`src/rtl/mul_operand_sequencer_pkg.sv`:
```
// Shared state encoding and timing constants for the multiplier operand sequencer.
package mul_operand_sequencer_pkg;

    typedef enum logic [2:0] {
        IDLE   = 3'd0,
        LOAD_A = 3'd1,
        LOAD_B = 3'd2,
        WAIT   = 3'd3,
        CAPT   = 3'd4,
        RESP   = 3'd5
    } state_t;

    // Edges from operand acceptance to out_valid being visible.
    localparam int MUL_SEQ_LAT = 4;

endpackage

```
`src/rtl/mul_operand_sequencer_if.sv`:
```
// Operand, multiplier and result signal bundle; master is the environment side,
// slave is the sequencer.
interface mul_operand_sequencer_if #(
    parameter int N     = 8,
    parameter int CNT_W = 16
);
    logic             in_valid;
    logic             in_ready;
    logic [N-1:0]     in_a;
    logic [N-1:0]     in_b;
    logic [N-1:0]     mul_data;
    logic             mul_load_a;
    logic             mul_load_b;
    logic [2*N-1:0]   mul_product;
    logic             out_valid;
    logic             out_ready;
    logic [2*N-1:0]   out_result;
    logic             busy;
    logic [CNT_W-1:0] ops_done;

    modport master (
        output in_valid, in_a, in_b, mul_product, out_ready,
        input  in_ready, mul_data, mul_load_a, mul_load_b, out_valid, out_result,
               busy, ops_done
    );

    modport slave (
        input  in_valid, in_a, in_b, mul_product, out_ready,
        output in_ready, mul_data, mul_load_a, mul_load_b, out_valid, out_result,
               busy, ops_done
    );
endinterface

```
`src/rtl/mul_seq_result_reg.sv`:
```
// Result holding register: loads d when load_en is high, async clear.
// Latency 1 cycle; no backpressure (holds value while load_en is low).
module mul_seq_result_reg #(
    parameter int W = 16
) (
    input  logic         clk,
    input  logic         clr,
    input  logic         load_en,
    input  logic [W-1:0] d,
    output logic [W-1:0] q
);
    always_ff @(posedge clk or posedge clr) begin
        if (clr) begin
            q <= '0;
        end else if (load_en) begin
            q <= d;
        end
    end
endmodule

```
`src/rtl/mul_operand_sequencer.sv`:
```
// Serialises operand pairs onto the multiplier bus and returns the captured product.
// Latency: accept edge + 4 edges to out_valid; 6-cycle spacing (5 with MUL_SEQ_OVERLAP_EN).
// Backpressure: out_ready low holds RESP indefinitely; in_ready low while an op is in flight.
import mul_operand_sequencer_pkg::*;

module mul_operand_sequencer #(
    parameter int N     = 8,
    parameter int CNT_W = 16
) (
    input  logic                   clk,
    input  logic                   clr,
    mul_operand_sequencer_if.slave bus
);
    state_t           state;
    logic [N-1:0]     op_a;
    logic [N-1:0]     op_b;
    logic             load_a;
    logic             load_b;
    logic             out_valid;
    logic [CNT_W-1:0] ops_done;
    logic             in_ready;
    logic             accept;
    logic             handoff;
    logic [2*N-1:0]   result;

`ifdef MUL_SEQ_OVERLAP_EN
    assign in_ready = (state == IDLE) | ((state == RESP) & bus.out_ready);
`else
    assign in_ready = (state == IDLE);
`endif

    assign accept  = bus.in_valid & in_ready;
    assign handoff = out_valid & bus.out_ready;

    always_ff @(posedge clk or posedge clr) begin
        if (clr) begin
            state     <= IDLE;
            op_a      <= '0;
            op_b      <= '0;
            load_a    <= 1'b0;
            load_b    <= 1'b0;
            out_valid <= 1'b0;
            ops_done  <= '0;
        end else begin
            case (state)
                IDLE: begin
                    if (accept) begin
                        op_a   <= bus.in_a;
                        op_b   <= bus.in_b;
                        load_a <= 1'b1;
                        state  <= LOAD_A;
                    end
                end
                LOAD_A: begin
                    load_a <= 1'b0;
                    load_b <= 1'b1;
                    state  <= LOAD_B;
                end
                LOAD_B: begin
                    load_b <= 1'b0;
                    state  <= WAIT;
                end
                WAIT: state <= CAPT;
                CAPT: begin
                    out_valid <= 1'b1;
                    state     <= RESP;
                end
                RESP: begin
                    if (handoff) begin
                        out_valid <= 1'b0;
                        if (ops_done != '1) begin
                            ops_done <= ops_done + CNT_W'(1);
                        end
                        // accept is only reachable here in the overlapped build
                        if (accept) begin
                            op_a   <= bus.in_a;
                            op_b   <= bus.in_b;
                            load_a <= 1'b1;
                            state  <= LOAD_A;
                        end else begin
                            state <= IDLE;
                        end
                    end
                end
                default: begin
                    load_a    <= 1'b0;
                    load_b    <= 1'b0;
                    out_valid <= 1'b0;
                    state     <= IDLE;
                end
            endcase
        end
    end

    mul_seq_result_reg #(.W(2*N)) u_result (
        .clk     (clk),
        .clr     (clr),
        .load_en (state == CAPT),
        .d       (bus.mul_product),
        .q       (result)
    );

    assign bus.in_ready   = in_ready;
    assign bus.mul_load_a = load_a;
    assign bus.mul_load_b = load_b;
    assign bus.mul_data   = load_a ? op_a : (load_b ? op_b : '0);
    assign bus.out_valid  = out_valid;
    assign bus.out_result = result;
    assign bus.busy       = (state != IDLE);
    assign bus.ops_done   = ops_done;
endmodule
```
`src/flat_wrapper.sv`:
```
// flat-port wrapper written by rule: the top's interface ports become plain ports
module mul_operand_sequencer_flat 
#(
    parameter int N     = 8,
    parameter int CNT_W = 16
)
  (clk, clr, bus_in_valid, bus_in_a, bus_in_b, bus_mul_product, bus_out_ready, bus_in_ready, bus_mul_data, bus_mul_load_a, bus_mul_load_b, bus_out_valid, bus_out_result, bus_busy, bus_ops_done);
  mul_operand_sequencer_if #(.N(N), .CNT_W(CNT_W)) bus_i ();
  input  logic clk;
  input  logic clr;
  input wire logic [$bits(bus_i.in_valid)-1:0] bus_in_valid;
  input wire logic [$bits(bus_i.in_a)-1:0] bus_in_a;
  input wire logic [$bits(bus_i.in_b)-1:0] bus_in_b;
  input wire logic [$bits(bus_i.mul_product)-1:0] bus_mul_product;
  input wire logic [$bits(bus_i.out_ready)-1:0] bus_out_ready;
  output wire logic [$bits(bus_i.in_ready)-1:0] bus_in_ready;
  output wire logic [$bits(bus_i.mul_data)-1:0] bus_mul_data;
  output wire logic [$bits(bus_i.mul_load_a)-1:0] bus_mul_load_a;
  output wire logic [$bits(bus_i.mul_load_b)-1:0] bus_mul_load_b;
  output wire logic [$bits(bus_i.out_valid)-1:0] bus_out_valid;
  output wire logic [$bits(bus_i.out_result)-1:0] bus_out_result;
  output wire logic [$bits(bus_i.busy)-1:0] bus_busy;
  output wire logic [$bits(bus_i.ops_done)-1:0] bus_ops_done;
  assign bus_i.in_valid = bus_in_valid;
  assign bus_i.in_a = bus_in_a;
  assign bus_i.in_b = bus_in_b;
  assign bus_i.mul_product = bus_mul_product;
  assign bus_i.out_ready = bus_out_ready;
  assign bus_in_ready = bus_i.in_ready;
  assign bus_mul_data = bus_i.mul_data;
  assign bus_mul_load_a = bus_i.mul_load_a;
  assign bus_mul_load_b = bus_i.mul_load_b;
  assign bus_out_valid = bus_i.out_valid;
  assign bus_out_result = bus_i.out_result;
  assign bus_busy = bus_i.busy;
  assign bus_ops_done = bus_i.ops_done;
  mul_operand_sequencer #(.N(N), .CNT_W(CNT_W)) u_core (.clk(clk), .clr(clr), .bus(bus_i));
endmodule
```
`config.mk`:
```
export PLATFORM = sky130hd
export DESIGN_NAME = mul_operand_sequencer_flat
export DESIGN_NICKNAME = d
export VERILOG_FILES = /design/src/rtl/mul_operand_sequencer_pkg.sv /design/src/rtl/mul_operand_sequencer_if.sv /design/src/rtl/mul_seq_result_reg.sv /design/src/rtl/mul_operand_sequencer.sv /design/src/flat_wrapper.sv
export SDC_FILE = /design/constraint.sdc
export NUM_CORES = 1
export LEC_CHECK = 0
export CORE_MARGIN = 10
export CORE_UTILIZATION = 25
export CTS_CLUSTER_SIZE = 25
export DETAILED_ROUTE_END_ITERATION = 7
export MAX_ROUTING_LAYER = met4
export SLEW_MARGIN = 5
export SYNTH_ARGS = -nofsm -noshare
export SYNTH_HDL_FRONTEND = slang
export SYNTH_SLANG_ARGS = --single-unit
```
`constraint.sdc`:
```
create_clock -name clk -period 3.1 [get_ports clk]
set_clock_uncertainty 0.2 [all_clocks]
set_input_delay 0.93 -clock clk [delete_from_list [all_inputs] [get_ports clk]]
set_output_delay 0.93 -clock clk [all_outputs]
set_load 0.05 [all_outputs]
```
==> metrics.yaml, run 1 <==
sta:
  post-route-period-util: 0.897
  relSlewSlack: 0.524
  maxSlewViolCount: 0
  finalSetupTns_ns: 0
  layout_min_cycle_time_ns: 2.78
  hold_viol_final: 0
  setup_viol: 0
  tightest_slew_ns: 0.714
  fmax_ghz: 0.360
  rsz0062_at_grt: "no"
yosys:
  async_flop_share: 1.00
  synth_seq_area_share: 0.549
  synth_edf_count: 0
  muxShareOfSynthArea: 0.151
  ys.flop_type: "dfrtp_1"
  synth_nets: 238
  yosys.area_share.simple: 0.134
  post_synth_fa_ha_maj_area_fraction: 0.00914
  synth.distinct_cells: 39
  syn-cell-area_mm2: 0.00246
  synth_seq_cells: 54
  synth_compound_area_frac: 0.0584
  yosys_warnings: 0
  synth_top_family_by_area: "multiplexers"
  syn_area_per_cell_um2: 12.3
  post_synth_xor_area_fraction: 0.0569
  synthCells: 201
die:
  coreArea_mm2: 0.00968
  chipWidth_um: 119
  rows: 36
  dieArea_mm2: 0.0142
  die_h_um: 119
  boundaryPins: 81
  start_util: 0.254
routing:
  first_pass_iters: 4
  vias: 1772
  drt-initial-drc-count: 55
  antenna_left: 0
  routedWlPerCell_um: 14.8
  viasPerCell: 4.26
  drc_errors: 0
  wirelength_um: 6140
layout:
  area_delta_synth_final_pct: 40.8
  layout_common_cells: "clkdlybuf4s50_1, dfrtp_1, mux2_2"
  finish.utilization: 0.358
  drive_above_1_share: 0.212
  fillers: 985
  antenna_cells: 0
  seqCellArea_mm2: 0.00135
  final_common_cell: "clkdlybuf4s50_1"
  multiInputGateArea_mm2: 0.00101
  layout.nets: 319
clock_tree:
  cts_tree: "yes"
  insertion_delay_ns: 0.30
  htreeDepth: 2
  cts_root_buf: "clkbuf_8"
  cts_sinks: 54
  clk_path_buf_depth: 2
  numCtsBuffers: 5
  cts.clk_slew.worst_paths_ns: 0.09
critical_path:
  critPathCaptureType: "output port"
  slowest_stage: "clkdlybuf4s50_1"
  critPathBufInv: 1
  cpLargestDelayFamily: "buffers and inverters"
  criticalPathCategory: "flip-flop to output port"
  cp_slowest_stage_delay_ns: 0.86
  required_ns: 1.97
  startpoint_type: "flip-flop"
  crit_chain: "clkdlybuf4s50_1"
  cp.arrival_ns: 1.65
  crit_fanout: 6
placement:
  portBuffers: 80
  place_congestion: 0.806
  hpwl_um: 4680
grt:
  overflow: 0
  globalRouteMet3Util: 0.0279
  grt_pass1_wl_um: 10100
  grtUsageMet1: 0.117
  grt_max_degree: 21
  grt_pass1_vias: 1893
  grt_use_met2: 0.133
  antenna_found_initial: 0
  grt_busiest_layer: "met2"
  track_usage: 0.0897
pwr:
  ir_drop_uv: 378
  power_density_mw_per_mm2: 1020
  p_leak_nw: 1.50
min_path:
  hp-class: "flip-flop to flip-flop"
run_status:
  status: "completed"
job:
  drv_cap: 0
[worst paths after layout]
path                                               startpoint                            endpoint  slack (ns)  cells past startpoint
min reg2reg                        u_core.op_a[2]$_DFFE_PP0P_          u_core.op_a[2]$_DFFE_PP0P_        0.30                      1
min in group asynchronous                                 clr          u_core.op_a[0]$_DFFE_PP0P_        0.74                      2
max reg2reg                u_core.bus.ops_done[0]$_DFFE_PP0P_  u_core.bus.ops_done[1]$_DFFE_PP0P_        0.83                      5
max in group asynchronous                                 clr         u_core.state[2]$_DFFE_PP0P_        1.33                      3
max                        u_core.bus.ops_done[4]$_DFFE_PP0P_                     bus_ops_done[4]        0.32                      1
min                                u_core.op_a[2]$_DFFE_PP0P_          u_core.op_a[2]$_DFFE_PP0P_        0.30                      1
[flip-flops by register name (all words and copies together), names as in the netlist]
register	count
u_core.u_result.q	16
u_core.bus.out_valid	1
u_core.bus.mul_load_a	1
u_core.op_b	8
u_core.state	3
u_core.op_a	8
u_core.bus.ops_done	16
u_core.bus.mul_load_b	1
[kinds of logic (layout without fill, tap and decap cells)]
logic type | count (synthesis) | count (layout)
AOI/OAI and AO/OA | 22 | 22
xor gates and xnor gates | 16 | 16
adders and majority gates | 2 | 2
buffers and inverters | 18 | 100
DFF | 54 | 54
muxes | 33 | 33
and+or+nand+nor | 56 | 56
[synth_stat cells (2+ instances only)]
cell type | n | area share
a211oi_1 | 5 | 0.015
a21oi_1 | 4 | 0.0081
and3_1 | 3 | 0.0076
and4_1 | 2 | 0.0071
buf_2 | 3 | 0.0061
buf_4 | 2 | 0.0061
buf_6 | 2 | 0.0091
clkbuf_1 | 3 | 0.0046
dfrtp_1 | 54 | 0.55
inv_1 | 7 | 0.011
mux2_1 | 5 | 0.023
mux2_2 | 28 | 0.13
nand2_1 | 21 | 0.032
nand3_1 | 4 | 0.0081
nand4_1 | 4 | 0.010
nor2_1 | 6 | 0.0091
nor3_1 | 3 | 0.0061
nor4b_1 | 3 | 0.011
o21ai_0 | 8 | 0.016
xnor2_1 | 2 | 0.0071
xor2_1 | 14 | 0.050
[routing by layer]
| metal | routed length, µm | share of wire | vias to the layer above |
|---|---|---|---|
| met4 | 40 | 0.0065 | 0 |
| met2 | 2720 | 0.44 | 62 |
| met1 | 3030 | 0.49 | 847 |
| li1 | - | - | 858 |
| met5 | 0 | 0 | - |
| met3 | 348 | 0.057 | 5 |
[area by class of cell]
type                            count  area share
Timing Repair Buffer               85       0.235
Multi-Input combinational cell    129       0.292
Inverter                            7     0.00758
Sequential cell                    54       0.390
Clock buffer                        6      0.0238
Tap cell                          133      0.0480
Clock inverter                      2     0.00361
[through the flow]
step	power (mW)	cell area [µm²]	instances	setup slack (ns)	hold WS [ns]
3_3_place_gp	3.15	3370	408	0.353	0.268
5_1_grt	3.75	3470	416	0.245	0.321
2_1_floorplan	2.56	2470	201	0.213	0.258
4_1_cts	3.61	3470	416	0.0199	0.303
6_report	3.53	3470	416	0.319	0.295
3_5_place_dp	3.18	3370	408	0.288	0.279
[where the power goes]
group	leakage, nW	total [mW]	switching [mW]	internal [mW]
clock	0.0472	0.410	0.229	0.180
combinational	0.786	1.94	1.21	0.727
sequential	0.663	1.18	0.209	0.976
[timing repair]
| action | 4_1_cts | 5_1_grt |
|---|---|---|
| endpoints found under the setup margin | 0 | 1 |
| resized for setup | 0 | 1 |
| buffers inserted | 0 | 0 |
| hold buffers | 0 | 0 |
Note: power is estimated with default switching activity, not from simulation.
==> inputs of run 2 (changes only) <==
--- a/config.mk
+++ b/config.mk
@@ -9,6 +9,7 @@
 export CORE_UTILIZATION = 25
 export CTS_CLUSTER_SIZE = 25
 export DETAILED_ROUTE_END_ITERATION = 7
+export GPL_TIMING_DRIVEN = 0
 export MAX_ROUTING_LAYER = met4
 export SLEW_MARGIN = 5
 export SYNTH_ARGS = -nofsm -noshare
==> run 2 against run 1 <==
  * Register-to-register slack better by 0.21 ns
  * Global-route usage increased by 0.19 points
  * Count of clock-buffer cells in the layout is 1 higher
  * Maximum frequency is 1.9% lower
  * Flip-flop and latch count did not move
  * Via count is 2.5% higher
  * Critical path depth up 2
  * Wire length is 3.9% higher
  * Hold slack barely moved
  * First-iteration DRC count rose by 11%
  * Critical endpoint is now bus_in_ready
==> metrics.yaml, run 2 (synthesized netlist as in run 1, its figures left out) <==
run_status:
  status: "completed"
sta:
  setup_viol: 0
  maxSlewViolCount: 0
  rsz0062_at_grt: "no"
  fmax_ghz: 0.353
  layout_min_cycle_time_ns: 2.83
  finalSetupTns_ns: 0
  tightest_slew_ns: 0.562
  post-route-period-util: 0.914
  setup_slack_ns: 0.265
  relSlewSlack: 0.624
  hold_viol_final: 0
pwr:
  pwr-share-comb: 0.567
  p_leak_nw: 1.52
  p_switching_mw: 1.67
  p_int_mw: 1.92
  seqPwrFrac: 0.318
  power_density_mw_per_mm2: 1010
  p_clk_frac: 0.114
  switching_share: 0.465
  ir_drop_uv: 318
placement:
  hpwl_um: 4770
  dp_slack_ns: -0.287
  place_congestion: 0.771
  portBuffers: 80
  place_inst: 415
grt:
  track_usage: 0.0916
  grt_pass1_wl_um: 10300
  grt_max_degree: 40
  grt_pass1_vias: 1947
  overflow: 0
  antenna_found_initial: 0
clock_tree:
  clk_path_buf_depth: 2
  cts_root_buf: "clkbuf_8"
  numCtsBuffers: 5
  cts_tree: "yes"
  post_cts_buffers: 0
  cts_hold_buf: 0
  cts.clk_slew.worst_paths_ns: 0.09
  cts_sinks: 54
  htreeDepth: 2
  insertion_delay_ns: 0.30
routing:
  routedWlPerCell_um: 15.1
  first_pass_iters: 4
  antenna_left: 0
  vias: 1816
  viasPerCell: 4.30
  wirelength_um: 6380
  drt-initial-drc-count: 61
  drc_errors: 0
die:
  boundaryPins: 81
  chipWidth_um: 119
  dieArea_mm2: 0.0142
  rows: 36
  start_util: 0.254
  coreArea_mm2: 0.00968
  die_h_um: 119
layout:
  antenna_cells: 0
  largestRegisters: "u_core.bus.ops_done: 16 flops, u_core.u_result.q: 16 flops"
  layout.nets: 325
  drive_above_1_share: 0.218
  area_delta_synth_final_pct: 44.2
  layout_common_cells: "clkdlybuf4s50_1, dfrtp_1, mux2_2"
  final_common_cell: "clkdlybuf4s50_1"
  finish.utilization: 0.367
  instances_no_fill: 422
critical_path:
  r2r_setup_slack_ns: 1.04
  crit_fanout: 10
  cp.arrival_ns: 1.70
  startpoint_type: "flip-flop"
  critPathCaptureType: "output port"
  required_ns: 1.97
  criticalPathCategory: "flip-flop to output port"
min_path:
  hp-class: "flip-flop to flip-flop"
job:
  drv_cap: 0
==> run 2: cell count changes in the layout (fill, tap and decap cells not counted), sizes merged <==
cell           delta
buf               -7
dlymetal6s2s      -1
clkdlybuf4s15     +8
clkinvlp          -1
dlygate4sd2       +2
clkdlybuf4s50     +1
clkbuf            +4
==> run 2: worst max-delay path, stage by stage (launching register included) <==
cell and delay [ns]:
dfrtp_1 0.38, clkbuf_8 0.16, nor3_2 0.28, dlygate4sd2_1 0.58
==> run 2: per-stage QoR <==
stage          area (µm²)  hold slack, ns  total power [mW]
3_5_place_dp         3460           0.280              3.27
2_1_floorplan        2470           0.258              2.56
3_3_place_gp         3440           0.269              3.23
5_1_grt              3550           0.328              3.81
6_report             3550           0.295              3.59
4_1_cts              3550           0.303              3.66
==> run 2: metal layers <==
| layer | vias up | GRT usage | routed length, µm |
|---|---|---|---|
| met2 | 63 | 0.140 | 2840 |
| met4 | 0 | 0.0183 | 40 |
| li1 | 882 | - | - |
| met5 | - | - | 0 |
| met3 | 6 | 0.0255 | 274 |
| met1 | 865 | 0.118 | 3220 |
==> run 2: cell type report <==
type | instances | area, µm²
Clock buffer | 7 | 86.3
Multi-Input combinational cell | 129 | 1010
Inverter | 7 | 26.3
Timing Repair Buffer | 81 | 828
Buffer | 10 | 75.1
Sequential cell | 54 | 1350
Tap cell | 133 | 166
Clock inverter | 1 | 5.00
Fill cell | 978 | 6130
==> run 2: final timing paths <==
path                                               startpoint  depth (start not counted)                            endpoint
max                               u_core.state[2]$_DFFE_PP0P_                          3                        bus_in_ready
min                                u_core.op_a[4]$_DFFE_PP0P_                          1          u_core.op_a[4]$_DFFE_PP0P_
max reg2reg                u_core.bus.ops_done[0]$_DFFE_PP0P_                          6  u_core.bus.ops_done[1]$_DFFE_PP0P_
min reg2reg                        u_core.op_a[4]$_DFFE_PP0P_                          1          u_core.op_a[4]$_DFFE_PP0P_
max in group asynchronous                                 clr                          3   u_core.bus.mul_load_a$_DFFE_PP0P_
min in group asynchronous                                 clr                          2   u_core.u_result.q[12]$_DFFE_PP0P_
==> run 2: power by group through the flow <==
stage	logic, mW	registers (mW)	clock network (mW)
after floorplan	0.923	1.64	0
after global placement	2.10	1.13	0
after detailed placement	2.12	1.14	0
after CTS	2.08	1.15	0.437
after global routing	2.17	1.18	0.457
final	2.04	1.14	0.410
==> run 2: repair_timing <==
item / in CTS / in global routing
setup endpoints to repair: 10 / 1
gates resized for setup: 27 / 1
cloned: 0 / 0
==> inputs of run 3 (changes only) <==
--- a/config.mk
+++ b/config.mk
@@ -5,9 +5,9 @@
 export SDC_FILE = /design/constraint.sdc
 export NUM_CORES = 1
 export LEC_CHECK = 0
+export ABC_AREA = 1
 export CORE_MARGIN = 10
 export CORE_UTILIZATION = 25
-export CTS_CLUSTER_SIZE = 25
 export DETAILED_ROUTE_END_ITERATION = 7
 export GPL_TIMING_DRIVEN = 0
 export MAX_ROUTING_LAYER = met4
==> run 3 against run 2 <==
  * Synthesized cell count is 66% higher
  * Maximum frequency is 4.4% lower
  * Highest routed layer unchanged
  * Sequential power hardly changed
  * Via count rose by 31%
  * Flip-flop and latch count stayed put
  * Non-clock buffer count down 3
  * Largest cell class unchanged
  * Critical path type unchanged
  * Combinational power decreased by 8%
  * Total power down 6.2%
  * Final cell count up 32%
  * Die area grew 4.5%
==> metrics.yaml, run 3 <==
placement:
  place_congestion: 0.878
  portBuffers: 80
  hpwl_um: 5450
  place_inst: 550
sta:
  rsz0062_at_grt: "no"
  maxSlewViolCount: 0
  post-route-period-util: 0.956
  relSlewSlack: 0.535
  tightest_slew_ns: 0.697
  hold_viol_final: 0
  fmax_ghz: 0.337
  layout_min_cycle_time_ns: 2.96
  finalSetupTns_ns: 0
  setup_viol: 0
layout:
  final_common_cell: "nand2_1"
  fillers: 1086
  seqCellArea_mm2: 0.00135
  layout_common_cells: "nand2_1, clkdlybuf4s50_1, dfrtp_1"
  antenna_cells: 0
  area_delta_synth_final_pct: 40.9
  drive_above_1_share: 0.0667
  multiInputGateArea_mm2: 0.00107
  layout.nets: 458
  instances_no_fill: 556
  largestRegisters: "u_core.bus.ops_done: 16 flops, u_core.u_result.q: 16 flops"
yosys:
  async_flop_share: 1.00
  synth_top_area_cell: "dfrtp_1"
  synth_seq_cells: 54
  syn-cell-area_mm2: 0.00260
  ys.flop_type: "dfrtp_1"
  synth_seq_area_share: 0.520
  synthTopCellsByCount: "nand2_1, dfrtp_1, nor2_1, inv_1, a21oi_1"
  syn_area_per_cell_um2: 7.80
  synth_top_area_frac: 0.520
  synthCells: 333
  synth.distinct_cells: 25
  synth_nets: 370
  yosysMostFrequentCell: "nand2_1"
  yosys_warnings: 0
  synthTopCellsByArea: "dfrtp_1, nand2_1, nor2_1"
  synth_edf_count: 0
pwr:
  p_leak_nw: 1.78
  power_density_mw_per_mm2: 920
  ir_drop_uv: 421
critical_path:
  crit_fanout: 10
  worstRegToRegCells: 8
  required_ns: 1.97
  startpoint_type: "flip-flop"
  critPathCaptureType: "output port"
  criticalPathCategory: "flip-flop to output port"
  rr_startpoint: "u_core.bus.ops_done[0]$_DFFE_PP0P_"
  cp.arrival_ns: 1.83
  r2r-end: "u_core.bus.ops_done[15]$_DFFE_PP0P_"
  critPathCapture: "bus_mul_data[1]"
  r2r_setup_slack_ns: 1.15
  critPathLaunch: "u_core.bus.mul_load_a$_DFFE_PP0P_"
clock_tree:
  cts_sinks: 54
  cts_hold_buf: 0
  clk_path_buf_depth: 2
  insertion_delay_ns: 0.30
  post_cts_buffers: 0
  cts_tree: "yes"
  cts.clk_slew.worst_paths_ns: 0.09
  numCtsBuffers: 5
  htreeDepth: 2
  cts_root_buf: "clkbuf_8"
grt:
  grt_pass1_wl_um: 11900
  overflow: 0
  grt_pass1_vias: 2483
  track_usage: 0.0998
  antenna_found_initial: 0
  grt_max_degree: 32
die:
  dieArea_mm2: 0.0149
  die_h_um: 122
  rows: 37
  coreArea_mm2: 0.0102
  boundaryPins: 81
  start_util: 0.254
  chipWidth_um: 122
routing:
  viasPerCell: 4.29
  drt-initial-drc-count: 88
  antenna_left: 0
  routedWlPerCell_um: 12.6
  drc_errors: 0
  vias: 2383
  first_pass_iters: 4
  wirelength_um: 7030
job:
  drv_cap: 0
run_status:
  status: "completed"
min_path:
  hp-class: "flip-flop to flip-flop"
run 3: report_power, final:
group	switching (mW)	internal (mW)	total (mW)
combinational	1.31	0.554	1.87
clock	0.221	0.173	0.394
sequential	0.153	0.955	1.11
total	1.69	1.68	3.37
run 3: critical path, stage by stage (launching register included):
cell	delay [ns]
dfrtp_1	0.41
clkinv_1	0.21
nand2_2	0.18
o22ai_1	0.17
dlygate4sd2_1	0.57
run 3: per-stage QoR:
step	total power [mW]	area [µm²]	utilization	setup slack, ns	hold slack [ns]
final	3.37	3660	0.358	0.136	0.273
after global routing	3.61	3660	0.358	0.00971	0.308
after CTS	3.42	3660	0.358	0.00717	0.281
after detailed placement	3.07	3590	0.351	0.0712	0.258
after global placement	3.04	3570	0.349	-0.496	0.254
after floorplan	2.39	2600	-	0.178	0.242
run 3: worst min-delay path by stage:
stage,start,endpoint,slack (ns),cells past startpoint
2_1_floorplan,u_core.op_a[7]$_DFFE_PP0P_,u_core.op_a[7]$_DFFE_PP0P_,0.24,2
3_3_place_gp,u_core.u_result.q[13]$_DFFE_PP0P_,u_core.u_result.q[13]$_DFFE_PP0P_,0.25,2
3_5_place_dp,u_core.u_result.q[4]$_DFFE_PP0P_,u_core.u_result.q[4]$_DFFE_PP0P_,0.26,2
4_1_cts,u_core.u_result.q[4]$_DFFE_PP0P_,u_core.u_result.q[4]$_DFFE_PP0P_,0.28,2
5_1_grt,u_core.op_a[7]$_DFFE_PP0P_,u_core.op_a[7]$_DFFE_PP0P_,0.31,2
6_report,u_core.u_result.q[4]$_DFFE_PP0P_,u_core.u_result.q[4]$_DFFE_PP0P_,0.27,2
run 3: what timing repair did:
item | 4_1_cts | 5_1_grt
gates resized for setup | 9 | 4
pin swaps | 0 | 0
setup endpoints to repair | 9 | 8
run 3: routing by layer:
metal,vias up,track usage,share of wire
li1,1205,-,-
met1,1105,0.121,0.46
met2,63,0.156,0.47
met3,10,0.0310,0.056
met4,0,0.0298,0.013
met5,-,-,0
run 3: logic make-up (layout without fill, tap and decap cells):
logic type | after synthesis | after routing | synth area share
xor+xnor | 7 | 7 | 0.0236
simple gates | 202 | 202 | 0.324
fa+ha+maj | 1 | 1 | 0.00482
compound gates | 26 | 26 | 0.0578
buf+inv | 43 | 130 | 0.0698
flops | 54 | 54 | 0.520
run 3: layout make-up:
| class | instances | area share |
|---|---|---|
| plain buffers | 7 | 0.0126 |
| clock buffers | 6 | 0.0226 |
| inverters | 36 | 0.0369 |
| multi-input cells | 236 | 0.292 |
| flip-flops and latches | 54 | 0.369 |
| well taps | 136 | 0.0465 |
| repair buffers | 81 | 0.221 |
